===== src/rtl/press_arbiter_pkg.sv =====
// Shared definitions for the key-press arbiter: state encoding, key-to-player map, timer defaults.
package press_arbiter_pkg;

    localparam int unsigned N_KEYS_DEF        = 4;
    localparam int unsigned ID_W              = 2;
    localparam int unsigned CNT_W             = 8;
    localparam int unsigned LOCKOUT_TICKS_DEF = 30;

    typedef enum logic [1:0] {
        IDLE    = 2'd0,
        ARMED   = 2'd1,
        GRANT   = 2'd2,
        LOCKOUT = 2'd3
    } state_e;

    // Keys 0-1 belong to player 1 (0), keys 2-3 to player 2 (1)
    localparam logic [3:0] PLAYER_OF_KEY = 4'b1100;

    function automatic logic player_of(input logic [ID_W-1:0] id);
        return PLAYER_OF_KEY[id];
    endfunction

endpackage


===== src/rtl/press_arbiter_rr_pick4.sv =====
// Combinational round-robin picker: first set request at or after rr, wrapping modulo 4.
module press_arbiter_rr_pick4
    import press_arbiter_pkg::*;
(
    input  logic [3:0]      elig,
    input  logic [ID_W-1:0] rr,
    output logic [ID_W-1:0] win_id,
    output logic            any
);

    logic [ID_W-1:0] idx;

    // Scan from the farthest offset back to rr so the nearest candidate wins
    always_comb begin
        win_id = rr;
        any    = 1'b0;
        idx    = rr;
        for (int k = 3; k >= 0; k--) begin
            idx = rr + ID_W'(k);
            if (elig[idx]) begin
                win_id = idx;
                any    = 1'b1;
            end
        end
    end

endmodule


===== src/rtl/press_arbiter.sv =====
// Turns debounced key levels into single round-robin press grants with post-grant lockout and foul masking.
module press_arbiter
    import press_arbiter_pkg::*;
#(
    parameter int unsigned N_KEYS         = N_KEYS_DEF,
    parameter int unsigned LOCKOUT_TICKS  = LOCKOUT_TICKS_DEF,
    parameter bit          KEY_ACTIVE_LOW = 1'b1
) (
    input  logic              clk,
    input  logic              rst,
    input  logic [N_KEYS-1:0] key,
    input  logic              tick,
    input  logic              enable,
    output logic              grant_valid,
    output logic [ID_W-1:0]   grant_id,
    output logic              grant_player,
    input  logic              grant_ready,
    output logic              lockout,
    output logic [1:0]        foul
);

    state_e             state_q, state_d;
    logic [N_KEYS-1:0]  key_q, key_n;
    logic [CNT_W-1:0]   cnt_q, cnt_d;
    logic [1:0]         foul_q, foul_d;
    logic [ID_W-1:0]    rr_q, rr_d;
    logic [ID_W-1:0]    gid_q, gid_d;
    logic               gpl_q, gpl_d;
    logic               gvalid_q, gvalid_d;
    logic               lock_q, lock_d;
    logic [N_KEYS-1:0]  press, foul_exp, elig;
    logic [ID_W-1:0]    win_id;
    logic               win_any;

    press_arbiter_rr_pick4 u_pick (
        .elig   (elig),
        .rr     (rr_q),
        .win_id (win_id),
        .any    (win_any)
    );

    always_comb begin
        key_n    = KEY_ACTIVE_LOW ? ~key : key;
        press    = key_n & ~key_q;
        foul_exp = {{2{foul_q[1]}}, {2{foul_q[0]}}};
        elig     = press & ~foul_exp;

        state_d = state_q;
        cnt_d   = cnt_q;
        foul_d  = foul_q;
        rr_d    = rr_q;
        gid_d   = gid_q;
        gpl_d   = gpl_q;

        if (!enable) begin
            state_d = IDLE;
            cnt_d   = '0;
            foul_d  = '0;
        end else begin
            unique case (state_q)
                IDLE: state_d = ARMED;
                ARMED: begin
                    if (win_any) begin
                        state_d = GRANT;
                        gid_d   = win_id;
                        gpl_d   = player_of(win_id);
                    end
                end
                GRANT: begin
                    if (grant_ready) begin
                        rr_d   = gid_q + ID_W'(1);
                        foul_d = '0;
                        if (LOCKOUT_TICKS == 0) begin
                            state_d = ARMED;
                        end else begin
                            state_d = LOCKOUT;
                            cnt_d   = CNT_W'(LOCKOUT_TICKS);
                        end
                    end
                end
                LOCKOUT: begin
                    // Presses during lockout bar the offending player until the next accepted grant
                    foul_d = foul_q | {press[3] | press[2], press[1] | press[0]};
                    if (tick) begin
                        if (cnt_q <= CNT_W'(1)) begin
                            cnt_d   = '0;
                            state_d = ARMED;
                        end else begin
                            cnt_d = cnt_q - CNT_W'(1);
                        end
                    end
                end
                default: state_d = IDLE;
            endcase
        end

        gvalid_d = (state_d == GRANT);
        lock_d   = (state_d == LOCKOUT);
    end

    always_ff @(posedge clk or posedge rst) begin
        if (rst) begin
            state_q  <= IDLE;
            key_q    <= '0;
            cnt_q    <= '0;
            foul_q   <= '0;
            rr_q     <= '0;
            gid_q    <= '0;
            gpl_q    <= 1'b0;
            gvalid_q <= 1'b0;
            lock_q   <= 1'b0;
        end else begin
            state_q  <= state_d;
            key_q    <= key_n;
            cnt_q    <= cnt_d;
            foul_q   <= foul_d;
            rr_q     <= rr_d;
            gid_q    <= gid_d;
            gpl_q    <= gpl_d;
            gvalid_q <= gvalid_d;
            lock_q   <= lock_d;
        end
    end

    assign grant_valid  = gvalid_q;
    assign grant_id     = gid_q;
    assign grant_player = gpl_q;
    assign lockout      = lock_q;
    assign foul         = foul_q;

endmodule


===== config.mk =====
export PLATFORM = sky130hd
export DESIGN_NAME = press_arbiter
export DESIGN_NICKNAME = d
export VERILOG_FILES = /design/src/rtl/press_arbiter_pkg.sv /design/src/rtl/press_arbiter_rr_pick4.sv /design/src/rtl/press_arbiter.sv
export SDC_FILE = /design/constraint.sdc
export NUM_CORES = 1
export LEC_CHECK = 0
export CORE_MARGIN = 1
export CORE_UTILIZATION = 35
export DETAILED_ROUTE_END_ITERATION = 10
export PLACE_DENSITY = 0.66
export SLEW_MARGIN = 25
export SYNTH_ARGS = -nofsm -noshare
export SYNTH_HDL_FRONTEND = slang
export SYNTH_SLANG_ARGS = --single-unit

===== constraint.sdc =====
create_clock -name clk -period 3 [get_ports clk]
set_clock_uncertainty 0.1 [all_clocks]
set_input_delay 0.3 -clock clk [delete_from_list [all_inputs] [get_ports clk]]
set_output_delay 0.3 -clock clk [all_outputs]
set_load 0.02 [all_outputs]

# Yosys cells after proc, flatten, opt, wreduce, memory -nomap -nowiden
# Cells that the tools add are included.
[totals] register_bits=23 wordCells=73 latch_bits=0 ram_bits=0 n_memories=0 mem_bits_ro=0 inputBits=9
[classes] n_lt_le_gt_ge=6 div_mod_pow=0 muxes=32 n_shift=0 eq_ne=8 multipliers=0 n_reduce_logical=5 n_addsub=5 bitwise_logic=8
[op_table] op="2-to-1 mux 8 bit" count=4
[op_table] op="2-to-1 mux 2 bit" count=11
[op_table] op="one-hot mux 8 bit (2 select lines)" count=1
[op_table] op="less-than comparator 2 x 3 -> 1 bit, second input constant" count=5
[op_table] op="NOT 4 bit" count=3
[op_table] op="binary-select mux 1 bit (select 2 bit)" count=5
[op_table] op="2-to-1 mux 1 bit" count=9
[op_table] op="AND reduction 3 bit" count=3
[op_table] op="AND 4 bit" count=2
[op_table] op="equality test 2 bit, second input constant" count=4
[op_table] op="<= comparator 8 x 1 -> 1 bit, second input constant" count=1
[op_table] op="one-hot mux 2 bit (4 select lines)" count=1
[op_table] op="subtractor 8 x 1 -> 8 bit, second input constant" count=1
[op_table] op="inequality test 3 bit, second input constant" count=2
[op_table] op="adder 2 x 1 -> 2 bit, second input constant" count=2
[op_table] op="adder 2 bit, second input constant" count=2
[op_table] op="one-hot mux 2 bit (2 select lines)" count=1
[op_table] op="inequality test 3 x 1 -> 1 bit, second input constant" count=1
[op_table] op="equality test 2 x 1 -> 1 bit, second input constant" count=1
[op_table] op="zero test 2 bit" count=1
[op_table] op="bitwise OR 1 bit" count=2
[op_table] op="bitwise OR 2 bit" count=1
[op_table] op="AND reduction 2 bit" count=1

# Longest topological paths before layout
[logic_depth] word_depth=13 mapped_depth=7 ltp_nobuf=6

# Modules after synthesis
# From an unflattened synthesis, not the netlist that was laid out.
[hier_totals] hier_cells=129 area_unflattened_um2=1198.6
[by_module_without_submodules] mod="press_arbiter" instances=1 area_per_inst_um2=1098.6 cells_per_inst=113 seq_area_each_um2=550.5
[by_module_without_submodules] mod="press_arbiter_rr_pick4" instances=1 area_per_inst_um2=100.1 cells_per_inst=16 seq_area_each_um2=0.0

# Worst setup path after synthesis
# No wires, ideal clock.
[synth_path] path_type="register to register" from="register cnt_q[3]" to="register gvalid_q (netlist: grant_valid)" path_stages_with_launch=6 synth_period_minus_slack_ns=1.918 t_arrival_ns=1.691 setup_ns=0.127 path_slack_ns=1.082 path_cell_list="dfrtp_1 > or4_4 > or3_1 > buf_6 > o211ai_2 > a21oi_1"
[synth_via] elab_chain_cells=6
[synth_rtl] element="start: declaration" line_no="press_arbiter.sv:24" rtl="logic [CNT_W-1:0] cnt_q, cnt_d;"
[synth_rtl] element="start signal: assignment" line_no="press_arbiter.sv:115" rtl="cnt_q <= cnt_d;"
[synth_rtl] element="<= comparator 8 x 1 -> 1 bit" line_no="press_arbiter.sv:85" rtl="if (cnt_q <= CNT_W'(1)) begin"
[synth_rtl] element="2-to-1 mux 2 bit" line_no="press_arbiter.sv:85"
[synth_rtl] element="2-to-1 mux 2 bit" line_no="press_arbiter.sv:84" rtl="if (tick) begin"
[synth_rtl] element="one-hot mux 2 bit (4 select lines)" line_no="press_arbiter.sv:60" rtl="unique case (state_q)"
[synth_rtl] element="2-to-1 mux 2 bit" line_no="press_arbiter.sv:55" rtl="if (!enable) begin"
[synth_rtl] element="equality test 2 bit" line_no="press_arbiter.sv:97" rtl="gvalid_d = (state_d == GRANT);"
[synth_rtl] element="named net gvalid_d" line_no="press_arbiter.sv:29" rtl="logic gvalid_q, gvalid_d;"
[synth_rtl] element="end signal: assignment" line_no="press_arbiter.sv:120" rtl="gvalid_q <= gvalid_d;"
[synth_rtl] element="end: declaration" line_no="press_arbiter.sv:29"
# The timed path passes the listed nets, and every way through them passes these cells.
# A chain may end at the register's enable or synchronous reset.

# Worst setup path after layout
[layout_path] from="register cnt_q[3]" to="register cnt_q[4]"
[layout_via] elab_chain_cells=5 elab_cells_between_ends=6 classes_between="add/sub (1); order compare (1); mux (4)"
[layout_rtl] element="subtractor 8 x 1 -> 8 bit / <= comparator 8 x 1 -> 1 bit (equally long branches)" line_no="press_arbiter.sv:89, press_arbiter.sv:85"
[layout_rtl] element="2-to-1 mux 8 bit (*)" line_no="press_arbiter.sv:85"
[layout_rtl] element="2-to-1 mux 8 bit (*)" line_no="press_arbiter.sv:84"
[layout_rtl] element="one-hot mux 8 bit (2 select lines) (*)" line_no="press_arbiter.sv:60"
[layout_rtl] element="2-to-1 mux 8 bit (*)" line_no="press_arbiter.sv:55"
# Mark *: on every way between the ends. The rest lies on a longest branch, timed or not. The select of a mux whose other input is x is not followed.

==> flow_metrics.py <==
metrics = {
    "run_status": {
        "status": "completed",
    },
    "global_routing": {
        "grt_pass1_vias": 948,
        "grt_usage_pct": 15.48,
        "antenna_found_initial": 0,
        "grt_overflow_total": 0,
        "grt_max_degree": 23,
        "grt_pass1_wl_um": 4243,
    },
    "placement": {
        "dp_hpwl_um": 1808,
        "post_dp_cell_area_um2": 1388,
        "portBuffers": 15,
        "pre_cts_slack_ns": 0.9335,
        "gp_congestion": 0.8061,
    },
    "min_path": {
        "hp-class": "input port to asynchronous set/reset pin",
    },
    "synthesis": {
        "syn_area_um2": 1209,
        "synth_fp_nets": 144,
        "synth_top_area_share_pct": 45.55,
        "synth_area_leaders": "dfrtp_1 46%, o21ai_0 4.6%, inv_1 4.3%",
        "synth_cell_type_count": 38,
        "netlist_instances": 133,
        "avgSynthCellArea_um2": 9.088,
        "ys_warn_count": 0,
        "synth-seq-cells": 22,
        "yosys.area.top_type": "dfrtp_1",
        "ys_seq_area_share_pct": 45.55,
    },
    "route": {
        "drc": 0,
        "drt-total-wl_um": 2419,
        "via_per_inst": 5.380,
        "first_iter_violations": 60,
        "ant_nets": 0,
        "vias": 1033,
        "routedWlPerCell_um": 12.60,
        "dr.pass1.iters": 4,
    },
    "cells_and_area": {
        "fillers": 318,
        "ff_latch_area_um2": 550.5,
        "n_antenna_cell": 0,
        "final_common_cell": "dfrtp_1",
        "layout.nets": 160,
        "most-common-layout-cells": "22 x dfrtp_1, 15 x clkdlybuf4s50_1, 14 x inv_1",
        "syn2layout_area_growth_pct": 17.81,
        "multi_input_area_um2": 579.3,
        "design_area_um2": 1424,
        "drive_gt1_share_pct": 6.757,
    },
    "floorplan": {
        "io_pins": 16,
        "coreArea_um2": 3153,
        "die-height_um": 60.77,
        "initial_core_util_pct": 38.33,
        "rows": 20,
        "die_x_um": 60.77,
        "die_area_um2": 3692,
    },
    "worst_setup_path": {
        "cp_data_required_time_ns": 3.11,
        "crit_path_start_kind": "flip-flop",
        "end_kind": "flip-flop",
        "worstPathArrival_ns": 2.19,
        "cp_max_fo": 6,
        "crit_type": "flip-flop to flip-flop",
    },
    "sta": {
        "finalSetupTns_ns": 0,
        "hold_violations": 0,
        "worst_slack_ns": 0.9154,
        "setup_viol": 0,
        "finalCriticalPeriod_ns": 2.085,
        "fmax_ghz": 0.4797,
        "tightest_slew_ns": 0.8342,
        "slew_viol_final": 0,
        "maxSlewHeadroom_pct": 44.33,
        "fin_crit_sh_pct": 69.49,
        "rsz0062_at_grt": "no",
    },
    "clocking": {
        "cts_tree": "yes",
        "htreeDepth": 1,
        "clk_pin_slew_ns": 0.12,
        "clock_sinks": 22,
        "clk-insertion-delay-late_ns": 0.31,
        "numCtsBuffers": 3,
        "cts_setup_buffers": 0,
        "root_buffer": "clkbuf_4",
        "cts-resized-gates": 0,
        "clk_path_buf_depth": 2,
        "ctsHoldBuffers": 0,
    },
    "job": {
        "drv_cap": 0,
    },
    "pwr": {
        "p_per_area_nw_per_um2": 603.6,
        "p_leak_nw": 0.6051,
        "peakVddDrop_v": 0.0001510,
    },
}
[logic make-up (layout without fill, tap and decap cells)]
family / after synthesis / after routing / synth area share (%)
buf+inv: 18 / 33 / 6.522
compound gates: 44 / 44 / 24.53
simple gates: 43 / 43 / 18.01
fa+ha+maj: 2 / 2 / 2.070
mux: 3 / 3 / 2.588
flops: 22 / 22 / 45.55
xor+xnor: 1 / 1 / 0.7248
[where the power goes]
group,total [mW],internal [mW],leakage [nW],switching (mW)
sequential,0.417,0.348,0.280,0.0685
clock,0.163,0.0742,0.0210,0.0889
combinational,0.280,0.138,0.304,0.141
total,0.859,0.561,0.605,0.299
[layout make-up]
cell class / instances / share of cell area (%)
Timing Repair Buffer: 15 / 10.54
Clock buffer: 4 / 2.548
Sequential cell: 22 / 38.66
Tap cell: 44 / 3.866
Multi-Input combinational cell: 93 / 40.69
Inverter: 14 / 3.691
[sequential cells by signal, indices dropped and copies added (netlist names)]
signal       count
grant_valid      1
cnt_q            8
rr_q             2
foul             2
grant_id         2
lockout          1
key_q            4
state_q          2
[critical path, cell delays in order, from the launching register on]
cell       delay (ns)
dfrtp_1          0.46
or4_4            0.56
o31ai_1          0.52
o21ai_0          0.19
o2bb2ai_1        0.16
[layer usage]
layer | up-vias | part of all wire, % | GRT usage [%] | wire, um
met3 | 5 | 4.8 | 2.559 | 115
met5 | - | 0 | 0 | 0
met4 | 0 | 1.4 | 5.844 | 35
met2 | 21 | 48 | 24.65 | 1173
met1 | 489 | 45 | 21.14 | 1095
li1 | 518 | - | - | -
[synthesized netlist by cell type]
cell and count:
o21bai_1 1, a22oi_1 1, o22a_1 2, o31a_1 1
and3_1 3, nor4_1 1, o21ai_0 11, clkbuf_1 2
o31ai_1 3, or4_4 1, a211o_1 1, nor3_1 6
nand4b_1 1, buf_6 1, mux2_2 1, nor2b_1 2
dfrtp_1 22, o311a_2 1, mux2i_1 2, nand3_1 3
o32ai_1 1, nor2_1 10, buf_4 1, o21ai_1 1
xnor2_1 1, a21oi_1 8, nand2b_1 2, inv_1 14
nand2_1 9, a31o_2 1, o22ai_1 3, a32o_1 1
a31oi_1 3, ha_1 2, or3_1 4, or2_2 1
o2bb2ai_1 4, o211ai_2 1
[metrics by stage]
| stage | hold slack, ns | power, mW | cells | utilization, % |
|---|---|---|---|---|
| after floorplan | 0.1892 | 0.6113 | 133 | - |
| after global placement | 0.3825 | 0.6950 | 188 | 44.01 |
| after detailed placement | 0.3697 | 0.7023 | 188 | 44.01 |
| after CTS | 0.3814 | 0.8655 | 192 | 45.16 |
| after global routing | 0.4123 | 0.9255 | 192 | 45.16 |
| final | 0.3405 | 0.8595 | 192 | 45.16 |
[final timing paths]
kind	start	slack, ns	endpoint	cells after the start
hold / removal	rst	0.34	lockout	2
setup / recovery	cnt_q[3]	0.92	cnt_q[4]	4
hold reg to reg	cnt_q[7]	0.39	cnt_q[7]	1
setup reg to reg	cnt_q[3]	0.92	cnt_q[4]	4
max in group asynchronous	rst	1.95	grant_valid	2
min in group clk	cnt_q[7]	0.39	cnt_q[7]	1
Power figures use the tool's default switching activity.
